File: config.mk
export PLATFORM = sky130hd
export DESIGN_NAME = core_launch_ctrl
export DESIGN_NICKNAME = d
export VERILOG_FILES = /design/src/rtl/core_launch_pkg.sv /design/src/rtl/core_mask_decode.sv /design/src/rtl/core_launch_ctrl.sv
export SDC_FILE = /design/constraint.sdc
export NUM_CORES = 1
export LEC_CHECK = 0
export CORE_MARGIN = 5
export CORE_UTILIZATION = 49
export CTS_CLUSTER_DIAMETER = 120
export CTS_CLUSTER_SIZE = 28
export DETAILED_ROUTE_END_ITERATION = 10
export PLACE_DENSITY = 0.84
export SLEW_MARGIN = 15
export SYNTH_ARGS = -nofsm -noshare
export SYNTH_HDL_FRONTEND = slang
export SYNTH_SLANG_ARGS = --single-unit
File: constraint.sdc
create_clock -name clk -period 3.2 [get_ports clk]
set_clock_uncertainty 0.15 [all_clocks]
set_input_delay 0.48 -clock clk [delete_from_list [all_inputs] [get_ports clk]]
set_output_delay 0.48 -clock clk [all_outputs]
set_load 0.03 [all_outputs]
File: src/rtl/core_launch_pkg.sv
// Shared types and constants for the multicore launch sequencer.
// The mask map is fixed for a 16-core array.
package core_launch_pkg;

    localparam int N_CORES = 16;

    typedef enum logic [1:0] {
        IDLE = 2'd0,
        RAMP = 2'd1,
        RUN  = 2'd2,
        DONE = 2'd3
    } state_t;

    localparam logic [N_CORES-1:0] MASK_1       = 16'h0001;
    localparam logic [N_CORES-1:0] MASK_2       = 16'h0003;
    localparam logic [N_CORES-1:0] MASK_4       = 16'h0033;
    localparam logic [N_CORES-1:0] MASK_8       = 16'h00FF;
    localparam logic [N_CORES-1:0] MASK_16      = 16'hFFFF;
    localparam logic [N_CORES-1:0] MASK_DEFAULT = 16'h0033;

endpackage

File: src/rtl/core_mask_decode.sv
// Combinational decode of a requested core count into the core-enable mask.
// Unsupported counts fall back to the 4-core pattern.
module core_mask_decode
    import core_launch_pkg::*;
(
    input  logic [4:0]         i_num_core,
    output logic [N_CORES-1:0] o_mask
);

    always_comb begin
        case (i_num_core)
            5'd1:    o_mask = MASK_1;
            5'd2:    o_mask = MASK_2;
            5'd4:    o_mask = MASK_4;
            5'd8:    o_mask = MASK_8;
            5'd16:   o_mask = MASK_16;
            default: o_mask = MASK_DEFAULT;
        endcase
    end

endmodule

File: src/rtl/core_launch_ctrl.sv
// Launch sequencer: latches a core mask on start, powers masked cores on one at a
// time, waits for every masked core to report done, then drops all enables.
module core_launch_ctrl
    import core_launch_pkg::*;
#(
    parameter int RAMP_GAP       = 1,
    parameter int TIMEOUT_CYCLES = 0
) (
    input  logic               clk,
    input  logic               rst_n,
    input  logic               start_i,
    input  logic [4:0]         num_core_i,
    input  logic               abort_i,
    input  logic [N_CORES-1:0] core_done_i,
    output logic [N_CORES-1:0] core_en_o,
    output logic [N_CORES-1:0] active_mask_o,
    output logic               busy_o,
    output logic               done_o,
    output logic               timeout_o,
    output logic               aborted_o
);

    localparam int GAP_W = (RAMP_GAP > 1) ? $clog2(RAMP_GAP) : 1;
    localparam int TMO_W = (TIMEOUT_CYCLES > 0) ? $clog2(TIMEOUT_CYCLES + 1) : 1;

    state_t             r_state;
    logic [N_CORES-1:0] r_en;
    logic [N_CORES-1:0] r_mask;
    logic [N_CORES-1:0] r_sticky;
    logic [3:0]         r_ptr;
    logic [GAP_W-1:0]   r_gap;
    logic [TMO_W-1:0]   r_tmo;
    logic               r_timeout;
    logic               r_aborted;

    state_t             w_state;
    logic [N_CORES-1:0] w_en;
    logic [N_CORES-1:0] w_mask;
    logic [N_CORES-1:0] w_sticky;
    logic [3:0]         w_ptr;
    logic [GAP_W-1:0]   w_gap;
    logic [TMO_W-1:0]   w_tmo;
    logic               w_timeout;
    logic               w_aborted;

    logic [N_CORES-1:0] w_dec_mask;
    logic [N_CORES-1:0] w_sticky_acc;
    logic               w_all_done;
    logic               w_tmo_hit;
    logic               w_gap_last;
    logic               w_ptr_masked;

    core_mask_decode u_mask_decode (
        .i_num_core (num_core_i),
        .o_mask     (w_dec_mask)
    );

    // Done reports are only ever recorded for masked cores, so the sticky set
    // equals the mask exactly when every launched core has finished.
    assign w_sticky_acc = r_sticky | (core_done_i & r_mask);
    assign w_all_done   = (w_sticky_acc == r_mask);
    assign w_tmo_hit    = (TIMEOUT_CYCLES != 0) &&
                          ((32'(r_tmo) + 32'd1) == 32'(TIMEOUT_CYCLES));
    assign w_gap_last   = (32'(r_gap) == 32'(RAMP_GAP - 1));
    assign w_ptr_masked = r_mask[r_ptr];

    always_comb begin
        w_state   = r_state;
        w_en      = r_en;
        w_mask    = r_mask;
        w_sticky  = r_sticky;
        w_ptr     = r_ptr;
        w_gap     = r_gap;
        w_tmo     = r_tmo;
        w_timeout = 1'b0;
        w_aborted = 1'b0;

        case (r_state)
            IDLE: begin
                if (start_i) begin
                    w_state  = RAMP;
                    w_mask   = w_dec_mask;
                    w_sticky = '0;
                    w_ptr    = '0;
                    w_gap    = '0;
                    w_tmo    = '0;
                end
            end

            RAMP: begin
                if (abort_i) begin
                    w_state   = IDLE;
                    w_en      = '0;
                    w_aborted = 1'b1;
                end else begin
                    w_sticky = w_sticky_acc;
                    if (w_ptr_masked && (r_gap == '0)) begin
                        w_en[r_ptr] = 1'b1;
                    end
                    // Masked slots dwell RAMP_GAP cycles, unmasked slots just one.
                    if (w_ptr_masked && !w_gap_last) begin
                        w_gap = r_gap + GAP_W'(1);
                    end else begin
                        w_gap = '0;
                        w_ptr = r_ptr + 4'd1;
                        if (r_ptr == 4'd15) begin
                            w_state = RUN;
                            w_tmo   = '0;
                        end
                    end
                end
            end

            RUN: begin
                if (abort_i) begin
                    w_state   = IDLE;
                    w_en      = '0;
                    w_aborted = 1'b1;
                end else begin
                    w_sticky = w_sticky_acc;
                    w_tmo    = r_tmo + TMO_W'(1);
                    if (w_all_done) begin
                        w_state = DONE;
                        w_en    = '0;
                    end else if (w_tmo_hit) begin
                        w_state   = IDLE;
                        w_en      = '0;
                        w_timeout = 1'b1;
                    end
                end
            end

            DONE: begin
                w_state = IDLE;
                w_en    = '0;
                if (abort_i) begin
                    w_aborted = 1'b1;
                end
            end

            default: begin
                w_state = IDLE;
                w_en    = '0;
            end
        endcase
    end

    always_ff @(posedge clk or negedge rst_n) begin
        if (!rst_n) begin
            r_state   <= IDLE;
            r_en      <= '0;
            r_mask    <= '0;
            r_sticky  <= '0;
            r_ptr     <= '0;
            r_gap     <= '0;
            r_tmo     <= '0;
            r_timeout <= 1'b0;
            r_aborted <= 1'b0;
        end else begin
            r_state   <= w_state;
            r_en      <= w_en;
            r_mask    <= w_mask;
            r_sticky  <= w_sticky;
            r_ptr     <= w_ptr;
            r_gap     <= w_gap;
            r_tmo     <= w_tmo;
            r_timeout <= w_timeout;
            r_aborted <= w_aborted;
        end
    end

    assign core_en_o     = r_en;
    assign active_mask_o = r_mask;
    assign busy_o        = (r_state != IDLE);
    assign done_o        = (r_state == DONE);
    assign timeout_o     = r_timeout;
    assign aborted_o     = r_aborted;

endmodule

==> results.py <==
metrics = {
    "synth": {
        "yosys.area.top_type": "dfrtp_1",
        "synth.distinct_cells": 40,
        "netlist.area_leader.share_pct": 47.0,
        "syn_inst": 260,
        "syn_avg_cell_area_um2": 9.21,
        "syn-num-nets": 293,
        "synth_seq_cells": 45,
        "yosys_most_used_dff": "dfrtp_1",
        "synth_edf_count": 0,
        "async_flop_share_pct": 100,
        "synth_area_leaders": "dfrtp_1 (47%), a21oi_1 (7.3%), nor2_1 (6.0%)",
        "ys_seq_area_share_pct": 47.0,
        "ys_warn_count": 0,
        "mappedNetlistArea_um2": 2390,
    },
    "floorplan": {
        "pin_count": 61,
        "start_util_pct": 50.7,
        "die_area_um2": 6390,
        "die_height_um": 79.9,
        "fp.coreArea_um2": 4720,
        "row_count": 25,
        "die_w_um": 79.9,
    },
    "final_layout": {
        "area_growth_pct": 26.1,
        "drive_gt1_share_pct": 4.89,
        "final_core_util_pct": 63.9,
        "antennaDiodeCount": 0,
        "nNetsFinal": 339,
    },
    "clocking": {
        "clkSlewWorstSetupHoldPaths_ns": 0.08,
        "ctsLongestPathBuffers": 2,
        "clock_sinks": 45,
        "postCtsSetupBuffers": 0,
        "cts_buffers": 5,
        "clk_latency_ns": 0.30,
        "cts-root-buf": "clkbuf_8",
        "cts_resized": 0,
        "cts_tree": "built",
        "htreeDepth": 2,
        "holdBufCountCts": 0,
    },
    "critical_path": {
        "reg2regPathDepth": 7,
        "cp-endpoint": "busy_o",
        "start_kind": "register",
        "cp.arrival_ns": 1.89,
        "path_class": "register to output pin",
        "end_kind": "output pin",
        "rrSetupSlack_ns": 0.82,
        "reg2reg_from": "active_mask_o[14]$_DFFE_PN0P_",
        "required_ns": 2.57,
        "reg2reg_to": "core_en_o[5]$_DFFE_PN0P_",
        "cp-startpoint": "r_state[0]$_DFFE_PN0P_",
        "cp_max_fo": 6,
    },
    "detailed_routing": {
        "viasPerCell": 5.57,
        "drc": 0,
        "routedWlPerCell_um": 14.5,
        "route.final.wire_length_um": 5430,
        "drt_pass1_iterations": 5,
        "drt_iter0_drc": 192,
        "ant_nets": 0,
        "vias": 2083,
    },
    "sta": {
        "slew_headroom_pct": 35.2,
        "post-route-min-period_ns": 2.52,
        "fin_ws_ns": 0.684,
        "fmaxAchievable_mhz": 397,
        "rsz0062_at_grt": "false",
        "tightest_slew_ns": 0.973,
        "maxSlewViolCount": 0,
        "finalHoldViolCount": 0,
        "min_period_over_period_pct": 78.6,
        "setup_tns_ns": 0,
        "setup_viol_count_final": 0,
    },
    "global_route": {
        "grtUsageTotal_pct": 18.1,
        "antenna_found_initial": 0,
        "grt_max_degree": 46,
        "grt_pass1_vias": 1940,
        "grt_pass1_wl_um": 9130,
        "grt.overflow.total": 0,
    },
    "place": {
        "pre_cts_slack_ns": 0.666,
        "gp_congestion": 0.862,
        "dp_hpwl_um": 3990,
        "portBuffers": 59,
    },
    "run": {
        "maxCapViolCount": 0,
    },
    "pwr": {
        "leakagePower_nw": 1.30,
        "peakVddDrop_v": 0.000429,
        "pwr_density_cell_nw_per_um2": 834,
    },
    "hold_path": {
        "hold_path_class": "input pin to async pin",
    },
    "run_status": {
        "status": "complete, no violations",
    },
}
synthesized netlist by cell type, drive strengths merged, types with 2 or more instances:
cell type  count
o21ai          9
a31oi          3
a21oi         35
nor4           7
o22ai          8
nor3           9
nand2b         2
a21o           2
nor4b         12
nor3b          2
mux2i          2
nor2b          2
o311a          2
buf           17
o221ai         2
inv           13
o31ai          2
and2           2
ha             8
nand3          6
nor2          38
nand2         13
a22o           2
clkbuf         7
dfrtp         45
routing by layer:
| metal | GRT usage (%) | part of all wire, % |
|---|---|---|
| met1 | 23.2 | 43 |
| met5 | 0 | 0 |
| met3 | 3.61 | 4.7 |
| met2 | 30.3 | 50 |
| met4 | 6.59 | 1.7 |
layout make-up:
| type | count | area (um2) |
|---|---|---|
| fill | 404 | 1700 |
| clock buffer | 6 | 72.6 |
| multi-input combinational | 178 | 1060 |
| clock inverter | 2 | 10.0 |
| timing repair buffer | 63 | 616 |
| tap | 67 | 83.8 |
| sequential | 45 | 1130 |
| inverter | 13 | 48.8 |
critical path, stage by stage, from the launching register on:
cell and delay, ns:
dfrtp_1 0.38, inv_1 0.08, ha_1 0.27, inv_1 0.15, clkdlybuf4s50_1 0.71
state kept, by name, indices dropped and copies added, names as in the netlist:
name / flops
r_state: 2
r_gap: 1
r_sticky: 16
core_en_o: 16
aborted_o: 1
r_ptr: 4
active_mask_o: 5
worst min path at each step:
stage,startpoint,end,slack (ns)
global placement,core_en_o[6]$_DFFE_PN0P_,core_en_o[6]$_DFFE_PN0P_,0.33
global route,rst_n,r_sticky[15]$_DFFE_PN0P_,0.26
finish,rst_n,r_sticky[15]$_DFFE_PN0P_,0.18
detailed placement,core_en_o[8]$_DFFE_PN0P_,core_en_o[8]$_DFFE_PN0P_,0.34
floorplan,rst_n,aborted_o$_DFF_PN0_,0.03
CTS,rst_n,r_sticky[15]$_DFFE_PN0P_,0.21
metrics by stage:
stage	hold slack (ns)	instance area, um2	total power (W)	std cells
floorplan	0.0344	2390	0.00181	260
global placement	0.328	2940	0.00216	366
detailed placement	0.340	2940	0.00219	366
CTS	0.206	3020	0.00253	374
global route	0.263	3020	0.00270	374
finish	0.178	3020	0.00252	374
power breakdown:
group / internal, W / switching, W
clock: 0.000151 / 0.000189
sequential: 0.000717 / 0.000141
combinational: 0.000518 / 0.000804
total: 0.00139 / 0.00113
logic make-up after synthesis:
| family | after synthesis | synth area share (%) |
|---|---|---|
| DFF | 45 | 47.0 |
| buffers and inverters | 37 | 8.57 |
| other | 1 | 0.157 |
| AOI/OAI and AO/OA | 69 | 17.7 |
| and+or+nand+nor | 96 | 20.8 |
| muxes | 2 | 0.836 |
| adders and majority gates | 8 | 4.18 |
| xor gates and xnor gates | 2 | 0.732 |
cells in the final DEF (no fill, tap or decap), types with 2 or more instances in the layout:
master            n
o21ai_0           9
nand3_1           6
a31oi_1           3
buf_4             4
o221ai_1          2
nor2_1           38
inv_1            13
clkinv_2          2
nor2b_1           2
clkdlybuf4s50_1  58
dfrtp_1          45
o311a_1           2
nor4b_1          12
nor4_1            6
a21oi_1          35
mux2i_1           2
o22ai_1           8
a22o_1            2
a21o_1            2
clkbuf_8          5
nand2_1          13
ha_1              8
nor3b_1           2
nand2b_1          2
nor3_1            9
Note: power is estimated with default switching activity, not from simulation.
